--- src/rtl/bank_write_arbiter_pkg.sv ---
// Frame geometry, bank/address widths and pixel type shared by the line-bank writers and readers.
// The decode helpers use shift-add only, so the row-to-address mapping stays divider free.
package bank_write_arbiter_pkg;

   localparam int NUM_BANKS      = 15;
   localparam int LINES_PER_BANK = 16;
   localparam int H_PIXELS       = 320;
   localparam int V_PIXELS       = 240;
   localparam int ADDR_WIDTH     = 13;
   localparam int DATA_WIDTH     = 12;
   localparam int X_WIDTH        = 9;
   localparam int Y_WIDTH        = 8;
   localparam int LINE_WIDTH     = $clog2(LINES_PER_BANK);
   localparam int BANK_WIDTH     = Y_WIDTH - LINE_WIDTH;

   typedef logic [DATA_WIDTH-1:0] pixel_t;
   typedef logic [ADDR_WIDTH-1:0] addr_t;
   typedef logic [BANK_WIDTH-1:0] bank_t;

   function automatic bank_t bank_of(input logic [Y_WIDTH-1:0] y);
      return y[Y_WIDTH-1:LINE_WIDTH];
   endfunction

   // line*320 + x, written as line*256 + line*64 + x
   function automatic addr_t local_addr(input logic [X_WIDTH-1:0] x, input logic [Y_WIDTH-1:0] y);
      addr_t line;
      line = addr_t'(y[LINE_WIDTH-1:0]);
      return (line << 8) + (line << 6) + addr_t'(x);
   endfunction

endpackage

--- src/rtl/bank_write_arbiter_rr_arbiter2.sv ---
// Two-requester round-robin arbiter; grants are combinational, no grant while disabled or in reset.
// Pointer flips only when both requesters contend, so a lone requester never steals priority.
module rr_arbiter2 (
   input  logic clk,
   input  logic reset,
   input  logic i_enable,
   input  logic i_req0,
   input  logic i_req1,
   output logic o_grant0,
   output logic o_grant1
);

   logic ptr_q;
   logic ptr_d;

   always_comb begin
      o_grant0 = !reset && i_enable && i_req0 && (!i_req1 || !ptr_q);
      o_grant1 = !reset && i_enable && i_req1 && (!i_req0 ||  ptr_q);
      ptr_d    = ptr_q;
      if (i_enable && i_req0 && i_req1) begin
         ptr_d = !ptr_q;
      end
   end

   always_ff @(posedge clk or posedge reset) begin
      if (reset) begin
         ptr_q <= 1'b0;
      end else begin
         ptr_q <= ptr_d;
      end
   end

endmodule

--- src/rtl/bank_write_arbiter.sv ---
// Arbitrates two pixel writers onto the shared line-bank write port; 1-cycle registered write, full rate.
// Backpressure: ready is combinational, at most one requester accepted per enabled cycle.
module bank_write_arbiter
   import bank_write_arbiter_pkg::*;
(
   input  logic                  clk,
   input  logic                  reset,
   input  logic                  i_enable,
   input  logic                  i_req0_valid,
   input  logic [X_WIDTH-1:0]    i_req0_x,
   input  logic [Y_WIDTH-1:0]    i_req0_y,
   input  logic [DATA_WIDTH-1:0] i_req0_data,
   output logic                  o_req0_ready,
   input  logic                  i_req1_valid,
   input  logic [X_WIDTH-1:0]    i_req1_x,
   input  logic [Y_WIDTH-1:0]    i_req1_y,
   input  logic [DATA_WIDTH-1:0] i_req1_data,
   output logic                  o_req1_ready,
   output logic [NUM_BANKS-1:0]  o_wea,
   output logic [ADDR_WIDTH-1:0] o_addr,
   output logic [DATA_WIDTH-1:0] o_data,
   input  logic                  i_clear,
   output logic [NUM_BANKS-1:0]  o_bank_full,
   output logic                  o_frame_done,
   output logic                  o_err_range
);

   logic gnt0;
   logic gnt1;

   rr_arbiter2 u_rr_arbiter2 (
      .clk      (clk),
      .reset    (reset),
      .i_enable (i_enable),
      .i_req0   (i_req0_valid),
      .i_req1   (i_req1_valid),
      .o_grant0 (gnt0),
      .o_grant1 (gnt1)
   );

   assign o_req0_ready = gnt0;
   assign o_req1_ready = gnt1;

   logic [X_WIDTH-1:0]   sel_x;
   logic [Y_WIDTH-1:0]   sel_y;
   pixel_t               sel_data;
   logic                 gnt;
   logic                 in_range;
   logic                 last_col;
   logic                 last_line;
   logic                 last_row;

   logic [NUM_BANKS-1:0] wea_q, wea_d;
   addr_t                addr_q, addr_d;
   pixel_t               data_q, data_d;
   logic [NUM_BANKS-1:0] bank_full_q, bank_full_d;
   logic                 frame_done_q, frame_done_d;
   logic                 err_range_q, err_range_d;

   always_comb begin
      sel_x     = gnt1 ? i_req1_x    : i_req0_x;
      sel_y     = gnt1 ? i_req1_y    : i_req0_y;
      sel_data  = gnt1 ? i_req1_data : i_req0_data;
      gnt       = gnt0 || gnt1;
      in_range  = (sel_x < X_WIDTH'(H_PIXELS)) && (sel_y < Y_WIDTH'(V_PIXELS));
      last_col  = (sel_x == X_WIDTH'(H_PIXELS - 1));
      last_line = (sel_y[LINE_WIDTH-1:0] == {LINE_WIDTH{1'b1}});
      last_row  = (sel_y == Y_WIDTH'(V_PIXELS - 1));

      wea_d  = '0;
      addr_d = addr_q;
      data_d = data_q;
      if (gnt) begin
         addr_d = local_addr(sel_x, sel_y);
         data_d = sel_data;
         if (in_range) begin
            wea_d = NUM_BANKS'(1) << bank_of(sel_y);
         end
      end

      // Status tracks the write being issued; a clear in the same cycle overrides it.
      bank_full_d  = bank_full_q;
      if (gnt && in_range && last_col && last_line) begin
         bank_full_d = bank_full_q | wea_d;
      end
      frame_done_d = gnt && in_range && last_col && last_row;
      err_range_d  = err_range_q || (gnt && !in_range);
      if (i_clear) begin
         bank_full_d  = '0;
         frame_done_d = 1'b0;
         err_range_d  = 1'b0;
      end
   end

   always_ff @(posedge clk or posedge reset) begin
      if (reset) begin
         wea_q        <= '0;
         addr_q       <= '0;
         data_q       <= '0;
         bank_full_q  <= '0;
         frame_done_q <= 1'b0;
         err_range_q  <= 1'b0;
      end else begin
         wea_q        <= wea_d;
         addr_q       <= addr_d;
         data_q       <= data_d;
         bank_full_q  <= bank_full_d;
         frame_done_q <= frame_done_d;
         err_range_q  <= err_range_d;
      end
   end

   assign o_wea        = wea_q;
   assign o_addr       = addr_q;
   assign o_data       = data_q;
   assign o_bank_full  = bank_full_q;
   assign o_frame_done = frame_done_q;
   assign o_err_range  = err_range_q;

endmodule

--- config.mk ---
export PLATFORM = sky130hd
export DESIGN_NAME = bank_write_arbiter
export DESIGN_NICKNAME = d
export VERILOG_FILES = /design/src/rtl/bank_write_arbiter_pkg.sv /design/src/rtl/bank_write_arbiter_rr_arbiter2.sv /design/src/rtl/bank_write_arbiter.sv
export SDC_FILE = /design/constraint.sdc
export NUM_CORES = 1
export LEC_CHECK = 0
export CAP_MARGIN = 10
export CORE_ASPECT_RATIO = 1.1
export CORE_UTILIZATION = 45
export CTS_BUF_LIST = sky130_fd_sc_hd__clkbuf_4
export CTS_CLUSTER_SIZE = 12
export DETAILED_ROUTE_END_ITERATION = 16
export GPL_TIMING_DRIVEN = 0
export PLACE_DENSITY = 0.84
export SYNTH_ARGS = -nofsm -noshare
export SYNTH_HDL_FRONTEND = slang
export SYNTH_SLANG_ARGS = --single-unit
--- constraint.sdc ---
create_clock -name clk -period 5.3 [get_ports clk]
set_clock_uncertainty 0.05 [all_clocks]
set_input_delay 1.325 -clock clk [delete_from_list [all_inputs] [get_ports clk]]
set_output_delay 1.325 -clock clk [all_outputs]
set_load 0.02 [all_outputs]
==> qor.yml <==
r2r-start: "u_rr_arbiter2.ptr_q$_DFFE_PP0P_"
synth_top_family_by_area: "simple AND/OR/NAND/NOR gates"
vias: 2623
fin_crit_sh: 0.9033
yosysWarnings: 0
grt_max_degree: 31
postCtsSetupBuffers: 0
layout-drive-gt1-share: 0.08516
fin_crit_ns: 4.787
avgRoutedWirePerCell_um: 15.92
synthFlopType: "dfrtp_1"
io_pins: 123
synth_area_per_cell_um2: 10.62
clock_latency_ns: 0.39
synth_top_area_cell: "dfrtp_1"
grt_usage: 0.2553
stdcell_count: 491
rr_endpoint: "o_addr[10]$_DFFE_PP0P_"
grt_overflow: 0
antennaDiodeCount: 0
die_area_um2: 6745
drv_cap: 0
synth_compound_area_frac: 0.1330
netlist_top_cells_count: "dfrtp_1 (58), nand2_1 (38), o21ai_0 (24), mux2i_1 (19), nor3_1 (18)"
grt_pass1_vias: 2701
core_um2: 6193
setup_viol: 0
slew_violations: 0
timing.setup.tns_ns: 0
preCtsSetupSlack_ns: 0.5187
port_buffers: 122
place_hpwl_mm: 6.148
cts_resized: 0
placed_cells: 475
fin_ws_ns: 0.5127
ctsHtreeMaxLevel: 3
endpoint: "o_req1_ready"
fp.dieW_um: 78.40
drtAntennaViolNets: 0
drt_wl_total_mm: 7.815
maxUsedRoutingLayer: "met4"
clock.fmax_ghz: 0.2089
cp.required_ns: 3.92
slew_headroom: 0.4475
first_pass_iters: 5
p_per_area_nw_per_um2: 274.9
drc: 0
yosys.area_share.adder: 0.04417
wl_met2_mm: 4.121
synth_area_leaders: "dfrtp_1 (50%), mux2i_1 (6.6%), nand2_1 (4.9%)"
start_util: 0.4665
synthXorXnorAreaFrac: 0.01213
rsz0062_at_grt: "no"
syn_inst: 272
r2r_slack_ns: 1.99
synthSimpleGateAreaFrac: 0.1637
clk_pin_slew_ns: 0.10
worst_slew_pin_slew_ns: 0.8249
root_buffer: "clkbuf_4"
clk_path_buf_depth: 2
final_area_um2: 4382
grt_first_pass_wirelength_mm: 12.92
fillers: 467
dpl-instance-area_um2: 4230
tritoncts: "built"
worst-setup-path-type: "in2out"
synth_edf_count: 0
placementRows: 30
hp-class: "reg2reg"
yosysUniqueCellTypes: 39
r2r_cells: 13
yosysSeqAreaShare: 0.5024
cts_sinks: 58
yosysTopAreaCellShare: 0.5024
arrival_ns: 3.41
die_h_um: 86.04
syn-num-nets: 345
antenna_found_initial: 0
hold_viol: 0
synthMostInstantiatedCell: "dfrtp_1"
power_leakage_nw: 1.837
met3_length_um: 466
first_iter_violations: 142
ys_ff_latch: 58
muxShareOfSynthArea: 0.1031
gp_congestion: 0.8324
drt-met1-wl_mm: 3.110
status: "finished clean"
netlist_area_um2: 2889
viasPerCell: 5.342
end_kind: "output port"
areaGrowthSynthToFinish_pct: 51.67
vdd_drop_max_mv: 0.2263
crit_path_start: "i_enable"
nNetsFinal: 479
crit_path_start_kind: "input pin"
critical_path.max_fanout: 10
async_flop_share: 1.000
numCtsBuffers: 9
ctsHoldBuffers: 0
## registers in the layout, indices dropped and copies added (netlist names)
signal and cells:
o_frame_done 1, o_addr 13, o_err_range 1, u_rr_arbiter2.ptr_q 1, o_wea 15, o_data 12, o_bank_full 15
## per-layer routing
metal / up-vias / GRT usage
met3: 13 / 0.07021
met2: 109 / 0.4537
met1: 1264 / 0.2869
li1: 1237 / -
met5: - / 0
met4: 0 / 0.1077
## where the power goes
group,total [mW],switching (mW),internal (mW),leakage (nW)
clock network,0.350,0.164,0.186,0.0801
logic,0.345,0.175,0.170,0.987
registers,0.509,0.0252,0.484,0.770
## metrics by stage
| step | hold WS (ns) | utilization | total power, mW |
|---|---|---|---|
| finish | 0.4361 | 0.7075 | 1.204 |
| global route | 0.4616 | 0.7075 | 1.263 |
| CTS | 0.4418 | 0.7075 | 1.208 |
| detailed placement | 0.4191 | 0.6830 | 0.8615 |
| global placement | 0.4111 | 0.6798 | 0.8501 |
| floorplan | 0.4084 | - | 0.6875 |
## critical path, cell delays in order
cell and delay (ns):
clkdlybuf4s50_1 0.49, nor2b_4 0.17, and3_4 0.19, buf_6 0.15, buf_4 0.19, buf_4 0.24, clkdlybuf4s50_1 0.64
## cell families after synthesis
family,after synthesis
mux,27
flops,58
simple gates,93
buf+inv,23
xor+xnor,4
fa+ha+maj,9
compound gates,58
## layout make-up
class                      instances  area, um2  share of cell area
buffer                            13      82.58             0.01885
tap                               80      100.1             0.02284
inverter                          10      37.54            0.008567
multi-input combinational        191       1318              0.3007
clock buffer                       9      67.56             0.01542
timing repair buffer             123       1241              0.2833
clock inverter                     7      83.83             0.01913
sequential                        58       1451              0.3312
## cells in the final DEF (no fill, tap or decap), drive strengths merged
master           n
o2111ai          1
nor2b            2
a21oi            3
mux2             6
bufinv           2
clkinv           5
buf              8
clkbuf          15
nand4            2
and4             1
xnor2            3
o21ai           25
a31oi            8
ha               7
a21o             2
o31ai           16
o41ai            1
nand2b          16
o21a             1
nor4             2
clkdlybuf4s50  122
fa               2
nor2             5
nor3            19
mux2i           21
dfrtp           58
o21ba            1
and3             2
nand3            2
xor2             1
nor3b            4
nand2           38
inv             10
## worst min-delay path by stage
stage,startpoint,end,cells after the start
2_1_floorplan,u_rr_arbiter2.ptr_q$_DFFE_PP0P_,u_rr_arbiter2.ptr_q$_DFFE_PP0P_,1
3_3_place_gp,o_data[4]$_DFFE_PP0P_,o_data[4]$_DFFE_PP0P_,2
3_5_place_dp,o_data[4]$_DFFE_PP0P_,o_data[4]$_DFFE_PP0P_,2
4_1_cts,o_addr[4]$_DFFE_PP0P_,o_addr[4]$_DFFE_PP0P_,2
5_1_grt,o_addr[8]$_DFFE_PP0P_,o_addr[8]$_DFFE_PP0P_,2
6_report,o_data[4]$_DFFE_PP0P_,o_data[4]$_DFFE_PP0P_,2
(Power assumes the default switching activity.)
